File: config.mk
export PLATFORM = sky130hd
export DESIGN_NAME = int_ctrl_flat
export DESIGN_NICKNAME = d
export VERILOG_FILES = /design/src/rtl/int_ctrl_if.sv /design/src/rtl/int_ctrl.sv /design/src/flat_wrapper.sv
export SDC_FILE = /design/constraint.sdc
export NUM_CORES = 1
export LEC_CHECK = 0
export BUFFER_PORTS_ARGS = -buffer_cell sky130_fd_sc_hd__buf_2
export CAP_MARGIN = 20
export CORE_UTILIZATION = 44
export CTS_BUF_LIST = sky130_fd_sc_hd__clkbuf_16
export DETAILED_ROUTE_END_ITERATION = 10
export GPL_ROUTABILITY_DRIVEN = 0
export PLACE_DENSITY_LB_ADDON = 0.3
export SETUP_SLACK_MARGIN = 0.05
export SLEW_MARGIN = 20
export SYNTH_ARGS = -nofsm -noshare
export SYNTH_HDL_FRONTEND = slang
export SYNTH_SLANG_ARGS = --single-unit
File: constraint.sdc
create_clock -name clk -period 3.6 [get_ports clk]
set_clock_uncertainty 0.15 [all_clocks]
set_input_delay 0.36 -clock clk [delete_from_list [all_inputs] [get_ports clk]]
set_output_delay 0.36 -clock clk [all_outputs]
set_load 0.05 [all_outputs]
File: src/rtl/int_ctrl_if.sv
// int_ctrl_if: single-cycle register bus between a CPU-side master and int_ctrl.
// Ports: STB/WE/ADDR/DAT_I from master, DAT_O/ACK from slave.
interface int_ctrl_if;
  logic        STB;
  logic        WE;
  logic [31:0] ADDR;
  logic [31:0] DAT_I;
  logic [31:0] DAT_O;
  logic        ACK;

  modport master (
    output STB, WE, ADDR, DAT_I,
    input  DAT_O, ACK
  );

  modport slave (
    input  STB, WE, ADDR, DAT_I,
    output DAT_O, ACK
  );
endinterface

File: src/rtl/int_ctrl.sv
// int_ctrl: edge/level interrupt controller, fixed priority (source 0 first).
// Ports: clk, rstn (async low), src[N_SRC], bus (int_ctrl_if.slave), INT, CAUSE.
// Map ADDR[3:2]: 0 PENDING (W1C), 1 MASK, 2 CAUSE (RO), 3 MODE (1 = level).
// Build macro INT_CTRL_SYNC_EN adds a two-flop synchronizer on every src bit.
module int_ctrl #(
  parameter int               N_SRC    = 6,
  parameter logic [N_SRC-1:0] MASK_RST = '1,
  parameter logic [N_SRC-1:0] MODE_RST = '0
) (
  input  logic             clk,
  input  logic             rstn,
  input  logic [N_SRC-1:0] src,
  int_ctrl_if.slave        bus,
  output logic             INT,
  output logic [31:0]      CAUSE
);

  logic [N_SRC-1:0] s;
  logic [N_SRC-1:0] s_d;
  logic [N_SRC-1:0] pend_q;
  logic [N_SRC-1:0] mask_q;
  logic [N_SRC-1:0] mode_q;
  logic [N_SRC-1:0] pend_n;
  logic [N_SRC-1:0] g;
  logic [N_SRC-1:0] wdat;
  logic [N_SRC-1:0] edge_set;
  logic [N_SRC-1:0] edge_nx;
  logic [N_SRC-1:0] lvl_nx;
  logic [4:0]       cause_q;
  logic [4:0]       cause_n;
  logic [31:0]      rdat;
  logic             ack_q;
  logic             int_q;
  logic             wr;
  logic             wr_pend;
  logic             wr_mask;
  logic             wr_mode;
  logic             armed;
  logic             unused_bits;

`ifdef INT_CTRL_SYNC_EN
  localparam int ARM_W = 3;

  logic [N_SRC-1:0] sync1_q;
  logic [N_SRC-1:0] sync2_q;

  always_ff @(posedge clk or negedge rstn) begin
    if (!rstn) begin
      sync1_q <= '0;
      sync2_q <= '0;
    end else begin
      sync1_q <= src;
      sync2_q <= sync1_q;
    end
  end

  assign s = sync2_q;
`else
  localparam int ARM_W = 1;

  assign s = src;
`endif

  // Edge detection stays off until s_d holds a real post-reset sample,
  // so a line already high at release never looks like a rising edge.
  logic [ARM_W-1:0] arm_q;
  assign armed = arm_q[ARM_W-1];

  assign unused_bits = ^{bus.ADDR[31:4], bus.ADDR[1:0], bus.DAT_I};

  assign wdat    = bus.DAT_I[N_SRC-1:0];
  assign wr      = bus.STB & bus.WE & ~ack_q;
  assign wr_pend = wr & (bus.ADDR[3:2] == 2'd0);
  assign wr_mask = wr & (bus.ADDR[3:2] == 2'd1);
  assign wr_mode = wr & (bus.ADDR[3:2] == 2'd3);

  // Edge: a new edge beats a coincident clear.
  // Level: follows s, except a 1->0 MODE write drops the bit.
  assign edge_set = {N_SRC{armed}} & s & ~s_d;
  assign edge_nx  = edge_set
                  | (pend_q & ~({N_SRC{wr_pend}} & wdat));
  assign lvl_nx   = s & ~({N_SRC{wr_mode}} & ~wdat);
  assign pend_n   = (mode_q & lvl_nx) | (~mode_q & edge_nx);

  assign g = pend_q & mask_q;

  always_comb begin
    cause_n = cause_q;
    for (int i = N_SRC - 1; i >= 0; i--) begin
      if (g[i]) cause_n = 5'(i);
    end
  end

  always_comb begin
    rdat = '0;
    unique case (bus.ADDR[3:2])
      2'd0: rdat[N_SRC-1:0] = pend_q;
      2'd1: rdat[N_SRC-1:0] = mask_q;
      2'd2: rdat[4:0]       = cause_q;
      2'd3: rdat[N_SRC-1:0] = mode_q;
    endcase
  end

  always_ff @(posedge clk or negedge rstn) begin
    if (!rstn) begin
      ack_q   <= 1'b0;
      arm_q   <= '0;
      s_d     <= '0;
      pend_q  <= '0;
      mask_q  <= MASK_RST;
      mode_q  <= MODE_RST;
      int_q   <= 1'b0;
      cause_q <= '0;
    end else begin
      ack_q   <= bus.STB;
      arm_q   <= (arm_q << 1) | ARM_W'(1);
      s_d     <= s;
      pend_q  <= pend_n;
      int_q   <= |g;
      cause_q <= cause_n;
      if (wr_mask) mask_q <= wdat;
      if (wr_mode) mode_q <= wdat;
    end
  end

  assign bus.DAT_O = rdat;
  assign bus.ACK   = ack_q;
  assign INT       = int_q;
  assign CAUSE     = {27'd0, cause_q};

endmodule

File: src/flat_wrapper.sv
// flat-port wrapper written by rule: the top's interface ports become plain ports
module int_ctrl_flat 
#(
  parameter int               N_SRC    = 6,
  parameter logic [N_SRC-1:0] MASK_RST = '1,
  parameter logic [N_SRC-1:0] MODE_RST = '0
)
  (clk, rstn, src, INT, CAUSE, bus_STB, bus_WE, bus_ADDR, bus_DAT_I, bus_DAT_O, bus_ACK);
  int_ctrl_if bus_i ();
  input  logic clk;
  input  logic rstn;
  input  logic [N_SRC-1:0] src;
  output logic INT;
  output logic [31:0] CAUSE;
  input wire logic [$bits(bus_i.STB)-1:0] bus_STB;
  input wire logic [$bits(bus_i.WE)-1:0] bus_WE;
  input wire logic [$bits(bus_i.ADDR)-1:0] bus_ADDR;
  input wire logic [$bits(bus_i.DAT_I)-1:0] bus_DAT_I;
  output wire logic [$bits(bus_i.DAT_O)-1:0] bus_DAT_O;
  output wire logic [$bits(bus_i.ACK)-1:0] bus_ACK;
  assign bus_i.STB = bus_STB;
  assign bus_i.WE = bus_WE;
  assign bus_i.ADDR = bus_ADDR;
  assign bus_i.DAT_I = bus_DAT_I;
  assign bus_DAT_O = bus_i.DAT_O;
  assign bus_ACK = bus_i.ACK;
  int_ctrl #(.N_SRC(N_SRC), .MASK_RST(MASK_RST), .MODE_RST(MODE_RST)) u_core (.clk(clk), .rstn(rstn), .src(src), .bus(bus_i), .INT(INT), .CAUSE(CAUSE));
endmodule
### Yosys cells after proc, flatten, opt, wreduce, memory -nomap -nowiden

Index checks and enable logic that the tools add are counted.

| storage, ports and cells | value |
|---|---|
| register bits | 32 |
| latch bits | 0 |
| RAM bits | 0 |
| memory bits (read-only) | 0 |
| bits of input ports | 74 |
| output and inout port bits | 66 |
| logic and storage cells | 44 |
| memories kept | 0 |

| cells by class | value |
|---|---|
| add/sub/neg operators | 0 |
| multiply operators | 0 |
| divide/modulo/power cells | 0 |
| order comparisons | 0 |
| equal/unequal tests | 3 |
| shift operators | 0 |
| muxes and demuxes | 8 |
| bitwise gates (word level) | 22 |
| reduce and logical (&&, ||, !) cells | 3 |

Operators by type and width:

| kind | count |
|---|---|
| $and A6 B6 Y6 | 9 |
| $mux W5 | 6 |
| $not A6 Y6 | 5 |
| $pmux W5 S4 | 1 |
| $or A6 B6 Y6 | 2 |
| $reduce_bool A6 Y1 | 1 |
| $reduce_or A6 Y1 | 1 |
| $and A1 B1 Y1 | 5 |
| $eq A2 B2 Y1 const B | 2 |
| $pmux W1 S3 | 1 |
| $eq A2 B1 Y1 const B | 1 |
| $logic_not A2 Y1 | 1 |
| $not A1 Y1 | 1 |

### Logic depth before layout (Yosys ltp)

Gate-level depths: netlist of the first run.

| logic depth | value |
|---|---|
| depth in word-level cells | 9 |
| depth in mapped cells | 5 |
| gate-level depth less buffers | 3 |

### Worst setup path before layout of the first run

OpenSTA, ideal clock, no wires.

| path | value |
|---|---|
| kind | register -> output |
| start | register u_core.cause_q[2] |
| end | output port bus_DAT_O[2] |
| arrival | 1.358 ns |
| data required time | 3.090 ns |
| setup slack | 1.732 ns |
| stages on the path, launching flop included | 2 |
| buffers on the path | 0 |
| cell sequence | dfrtp_1 mux4_1 |

| on the way | value |
|---|---|
| longest elaborated chain between the ends | 1 |

Ends and longest elaborated chain:

| element | line | RTL |
|---|---|---|
| start, declared | int_ctrl.sv:29 | `logic [4:0] cause_q;` |
| start signal, assigned | int_ctrl.sv:120 | `cause_q <= cause_n;` |
| $pmux W5 S4 | int_ctrl.sv:96 | `unique case (bus.ADDR[3:2])` |
| end, declared | flat_wrapper.sv:19 | `output wire logic [$bits(bus_i.DAT_O)-1:0] bus_DAT_O;` |

Every way passes these cells.

### Final worst setup path of the first run

| path | value |
|---|---|
| start | register u_core.pend_q[2] |
| end | output port bus_DAT_O[2] |

| on the way | value |
|---|---|
| longest elaborated chain between the ends | 1 |

Ends and longest elaborated chain:

| element | line | RTL |
|---|---|---|
| start, declared | int_ctrl.sv:20 | `logic [N_SRC-1:0] pend_q;` |
| start signal, assigned | int_ctrl.sv:118 | `pend_q <= pend_n;` |
| $pmux W5 S4 | int_ctrl.sv:96 |  |

Every way passes these cells.

==> results of run 1 <==
==> area by class of cell <==
cell class	count	area (µm²)
sequential	30	758.2
clock inverter	3	11.26
tap	50	62.56
inverter	3	11.26
clock buffer	5	125.1
fill	391	2053
multi-input combinational	134	885.9
timing repair buffer	29	150.1
==> what timing repair did <==
action | in CTS | in global routing
endpoints found under the hold margin | 24 | 0
gates resized for setup | 0 | 0
hold buffers | 1 | 0
==> how the worst max path moves through the flow <==
stage / from / end / slack [ns] / cells past startpoint
global route: u_core.pend_q[2] / bus_DAT_O[2] / 1.61 / 2
floorplan: u_core.cause_q[2] / bus_DAT_O[2] / 1.73 / 1
CTS: u_core.pend_q[2] / bus_DAT_O[2] / 1.64 / 2
finish: u_core.pend_q[2] / bus_DAT_O[2] / 1.64 / 2
detailed placement: bus_ADDR[2] / bus_DAT_O[2] / 1.68 / 3
global placement: bus_ADDR[2] / bus_DAT_O[2] / 1.68 / 3
==> cell usage after synthesis <==
cell type,n
mux2_4,6
dfstp_2,6
o21ai_0,12
o21a_1,1
a22o_1,6
nand4b_4,1
mux4_2,2
or2_1,1
or2_2,1
nor2b_1,6
buf_4,56
or4_1,1
mux4_1,1
nand2_1,2
nand3b_1,1
a32oi_1,6
mux2_2,9
a22oi_1,1
dfrtp_1,24
a21oi_1,1
nor3_1,1
a32o_1,1
o31ai_1,7
conb_1,2
inv_2,1
inv_1,2
buf_2,1
and4_1,1
nor2_2,1
nand2b_1,6
nor2_1,3
buf_6,1
==> metal layers <==
metal,track usage (%),part of all wire (%),vias up
met5,0,0,-
met4,7.979,1.4,0
met3,4.899,6.9,5
met2,25.62,49,61
met1,21.52,43,605
li1,-,-,568
==> power by group <==
group	internal, W	switching [W]	total, W
logic	0.000147	0.000360	0.000507
registers	0.000423	0.0000734	0.000497
clock network	0.000248	0.000138	0.000385
==> registers in the layout, indices dropped and copies added, names as in the netlist <==
signal          count
u_core.INT          1
u_core.arm_q        1
u_core.mask_q       6
u_core.cause_q      3
u_core.mode_q       6
u_core.s_d          6
u_core.bus.ACK      1
u_core.pend_q       6
==> cells by family after synthesis <==
family | count (synthesis)
AO/OA/AOI/OAI | 35
flip-flops | 30
other | 2
multiplexers | 18
buffers and inverters | 61
AND/OR/NAND/NOR | 25
==> through the flow <==
stage	power (W)	setup WS [ns]	hold WS, ns	util [%]	area, µm²
global route	0.001452	1.612	0.06484	49.40	2004
finish	0.001389	1.640	0.06446	49.40	2004
detailed placement	0.001006	1.679	0.2849	45.79	1858
global placement	0.001004	1.681	0.2801	45.79	1858
CTS	0.001396	1.637	0.05912	49.40	2004
floorplan	0.0009544	1.732	-0.08559	-	2092
==> impl_metrics.ini, run 1 <==
[clock_network]
clk_pin_slew_ns = 0.05
cts_buffers = 5
cts_tree = done
postCtsSetupBuffers = 0
clock-sinks = 30
cts-root-buf = clkbuf_16
clkLatencyLatePin_ns = 0.27
clockBufferDepth = 2
h-tree-depth = 2

[placement]
dp_hpwl_um = 2429
numPortBuffers = 28
dp_cells = 245

[setup_path]
cp_data_arrival_time_ns = 1.45
r2r-start = u_core.bus.ACK
r2r_end = u_core.mode_q[3]
worst-setup-path-type = flop to primary output
critPathTopFamily = multiplexers
crit_buf_inv = 1
max_stage_delay_ns = 0.51
critPathRequiredTime_ns = 3.09
ff2ff_path_depth = 3
worstPathMaxFanout = 5
reg2reg_setup_slack_ns = 1.89
cpMaxStageDelayCell = mux4_1
cp_cell_sequence = mux4_1 > buf_2
end_kind = primary output
worst_setup_path_start_kind = flop

[finish]
fin_cells = 254
layout_common_cells = 56 x conb_1, 28 x buf_2, 24 x dfrtp_1
syn2layout_area_growth_pct = 6.093
n_antenna_cell = 0
drive_gt1_share_pct = 29.41
nets = 277
layout_commonest_cell = conb_1

[sta]
final.setup.tns_ns = 0
hold_violations = 0
fmax_mhz = 510.2
worstMarginPinSlew_ns = 0.6782
min_period_ns = 1.960
slew_headroom_pct = 54.79
finalSetupViolCount = 0
rsz0062_at_grt = false
fin_crit_sh_pct = 54.44
slew_violations = 0

[synth]
synth_compound_gate_area_share_pct = 13.11
syn_area_per_cell_um2 = 11.05
synth_xor_area_share_pct = 0
synth_area_um2 = 1889
synth.top_cell.area_share_pct = 31.79
synth_top_family_by_area = buffers and inverters
synthCells = 171
muxShareOfSynthArea_pct = 13.91
yosysWarnings = 0
yosys.area_share.simple_pct = 8.742
synthAdderAreaFrac_pct = 0
ys_top_cells_by_area = dfrtp_1 32%, buf_4 22%, dfstp_2 8.3%
synth-seq-cells = 30
synth_seq_area_share_pct = 40.13
synth_top_cell_by_area = dfrtp_1
ys_types = 32

[drt]
vias = 1239
drtAntennaViolNets = 0
drtPass1Iterations = 4
drcViolationCount = 0
viasPerCell = 4.878
drt_iter0_drc = 35
wl_um = 3481
wire_per_inst_um = 13.70

[flow_run]
drv_cap = 0

[floorplanning]
dieArea_um2 = 4560
die_w_um = 67.53
dieHeight_um = 67.53
rows = 23
core_area_um2 = 4058
design.portCount = 140
start_util_pct = 46.56

[hold_path]
hold_path_class = input pin to flop
hold_start = src[0]
whs_path_depth = 1
min_to = u_core.s_d[0]

[global_routing]
track_usage_pct = 16.74
grt_pass1_vias = 1076
grt_max_degree = 31
grt_pass1_wl_um = 5361
globalRoute.totalOverflow = 0
antenna_found_initial = 0

[outcome]
status = completed

[power_and_ir_drop]
ir_drop_v = 0.0002731
cellPowerDensity_nw_per_um2 = 693.0
leakagePower_nw = 0.9681
No activity file was read; power rests on OpenSTA's default activity.
==> run 2, diff against run 1 <==
--- a/config.mk
+++ b/config.mk
@@ -5,9 +5,10 @@
 export SDC_FILE = /design/constraint.sdc
 export NUM_CORES = 1
 export LEC_CHECK = 0
+export ABC_AREA = 1
 export BUFFER_PORTS_ARGS = -buffer_cell sky130_fd_sc_hd__buf_2
 export CAP_MARGIN = 20
-export CORE_UTILIZATION = 44
+export CORE_UTILIZATION = 37
 export CTS_BUF_LIST = sky130_fd_sc_hd__clkbuf_16
 export DETAILED_ROUTE_END_ITERATION = 10
 export GPL_ROUTABILITY_DRIVEN = 0
==> constraint.sdc (replaced) <==
create_clock -name clk -period 1.8 [get_ports clk]
set_clock_uncertainty 0.15 [all_clocks]
set_input_delay 0.18 -clock clk [delete_from_list [all_inputs] [get_ports clk]]
set_output_delay 0.18 -clock clk [all_outputs]
set_load 0.05 [all_outputs]
==> impl_metrics.ini, run 2 <==
[setup_path]
critPathRequiredTime_ns = 1.47
worst_setup_path_start_kind = flop
cp_data_arrival_time_ns = 1.27
end_kind = primary output
worstPathMaxFanout = 4
worst-setup-path-type = flop to primary output

[finish]
multi_input_area_um2 = 838.3
layout_commonest_cell = nand2_1
seq_area_um2 = 758.2
post-route-util_pct = 44.00
nets = 346
fin_cells = 340
n_antenna_cell = 0
drive_gt1_share_pct = 22.34
fillers = 495
layout_common_cells = 69 x nand2_1, 56 x conb_1, 28 x buf_2
syn2layout_area_growth_pct = 10.86

[drt]
viasPerCell = 4.091
wire_per_inst_um = 10.33
drtPass1Iterations = 4
vias = 1391
drtAntennaViolNets = 0
drcViolationCount = 0
drt_iter0_drc = 57
wl_um = 3513

[clock_network]
postCtsSetupBuffers = 0
clockBufferDepth = 2
clock-sinks = 30
clk_pin_slew_ns = 0.05
h-tree-depth = 2
clkLatencyLatePin_ns = 0.27
cts-root-buf = clkbuf_16
cts_buffers = 5
cts_tree = done

[sta]
fmax_mhz = 624.3
slew_violations = 0
slew_headroom_pct = 55.33
min_period_ns = 1.602
rsz0062_at_grt = false
worstMarginPinSlew_ns = 0.6700
finalSetupViolCount = 0
fin_crit_sh_pct = 88.99
hold_violations = 0
final.setup.tns_ns = 0

[power_and_ir_drop]
leakagePower_nw = 1.170
ir_drop_v = 0.0007830
cellPowerDensity_nw_per_um2 = 1241

[synth]
synth-seq-cells = 30
yosysWarnings = 0
synth.top_cell.area_share_pct = 31.21
synth_top_cell_by_area = dfrtp_1
synthFlopType = dfrtp_1
synthTopCellsByCount = 69 x nand2_1, 56 x buf_4, 24 x dfrtp_1
ys_types = 25
synth_seq_area_share_pct = 39.40
synthCells = 232
ys_top_cells_by_area = dfrtp_1 31%, buf_4 22%, nand2_1 13%
synth-edff-count = 0
synthArstFlopShare_pct = 100.0
synth_area_um2 = 1924
yosysMostFrequentCell = nand2_1
syn_area_per_cell_um2 = 8.295

[flow_run]
drv_cap = 0

[placement]
dp_hpwl_um = 2511
numPortBuffers = 28
dp_cells = 324

[hold_path]
hold_path_class = input pin to flop

[outcome]
status = completed

[floorplanning]
start_util_pct = 39.69
core_area_um2 = 4848
design.portCount = 140
die_w_um = 74.12
rows = 25
dieArea_um2 = 5493
dieHeight_um = 74.12

[global_routing]
antenna_found_initial = 0
grt_pass1_wl_um = 5616
grt_pass1_vias = 1195
grt_use_met1_pct = 18.99
grt_use_met3_pct = 4.065
grt_max_degree = 31
globalRoute.totalOverflow = 0
track_usage_pct = 14.15
grt_use_met2_pct = 21.11
busiest_layer = met2
run 2: cell count changes after synthesis, moves of 7 or more:
cell	before	now
nand3_1	0	10
mux2_2	9	0
nand2_1	2	69
inv_1	2	19
o31ai_1	7	0
run 2: layout make-up:
cell class                 instances  share of cell area, %
inverter                          22                  4.106
clock buffer                       5                  5.865
tap                               67                  3.930
multi-input combinational        176                  39.30
clock inverter                     3                 0.5865
sequential                        30                  35.54
timing repair buffer              37                  10.67
run 2: final timing paths:
check / cells after the start / startpoint / slack [ns] / end
worst min-delay path: 3 / bus_DAT_I[3] / 0.02 / u_core.mask_q[3]
worst max-delay path: 3 / u_core.mask_q[4] / 0.20 / bus_DAT_O[4]
max in group asynchronous: 2 / rstn / 0.73 / u_core.mode_q[0]
worst min register to register: 2 / u_core.mask_q[3] / 0.34 / u_core.mask_q[3]
worst max register to register: 3 / u_core.bus.ACK / 0.44 / u_core.mask_q[1]
min in group asynchronous: 2 / rstn / 0.33 / u_core.s_d[2]
run 2: metrics by stage:
step / worst slack, ns / total power [W] / instance area [µm²] / hold slack (ns)
after global routing: 0.1313 / 0.002779 / 2133 / 0.02043
after floorplan: 0.2244 / 0.001776 / 2127 / -0.2656
after detailed placement: 0.3860 / 0.001864 / 1916 / 0.1015
final: 0.1982 / 0.002647 / 2133 / 0.01911
after global placement: 0.3904 / 0.001856 / 1916 / 0.1073
after CTS: 0.1805 / 0.002666 / 2133 / 0.01601
run 2: metal layers:
metal / share of wire (%) / vias up / wire length [µm]
li1: - / 696 / -
met3: 6.2 / 7 / 219
met1: 48 / 623 / 1691
met4: 1.7 / 0 / 59
met5: 0 / - / 0
met2: 44 / 65 / 1542
run 2: cell families (layout without fill, tap and decap cells):
| group | Yosys count | count (layout) | synth area share [%] |
|---|---|---|---|
| buffers and inverters | 80 | 67 | 27.57 |
| AND/OR/NAND/NOR | 94 | 94 | 22.95 |
| other | 2 | 56 | 0.3903 |
| flip-flops | 30 | 30 | 39.40 |
| AO/OA/AOI/OAI | 26 | 26 | 9.688 |
run 2: worst max-delay path, stage by stage (launching register included):
cell and delay [ns]:
dfstp_2 0.55, nand2_1 0.06, o211ai_1 0.10, buf_2 0.29
run 2: repair_timing:
item | CTS | global route
hold buffers | 8 | 0
endpoints found under the hold margin | 31 | 0
resized for setup | 0 | 0
run 2: power breakdown:
| group | total (W) | leakage (nW) | switching, W | internal [W] |
|---|---|---|---|---|
| sequential | 0.000924 | 0.340 | 0.0000942 | 0.000830 |
| clock | 0.000781 | 0.0724 | 0.000283 | 0.000498 |
| combinational | 0.000942 | 0.758 | 0.000744 | 0.000197 |
| total | 0.00265 | 1.17 | 0.00112 | 0.00153 |
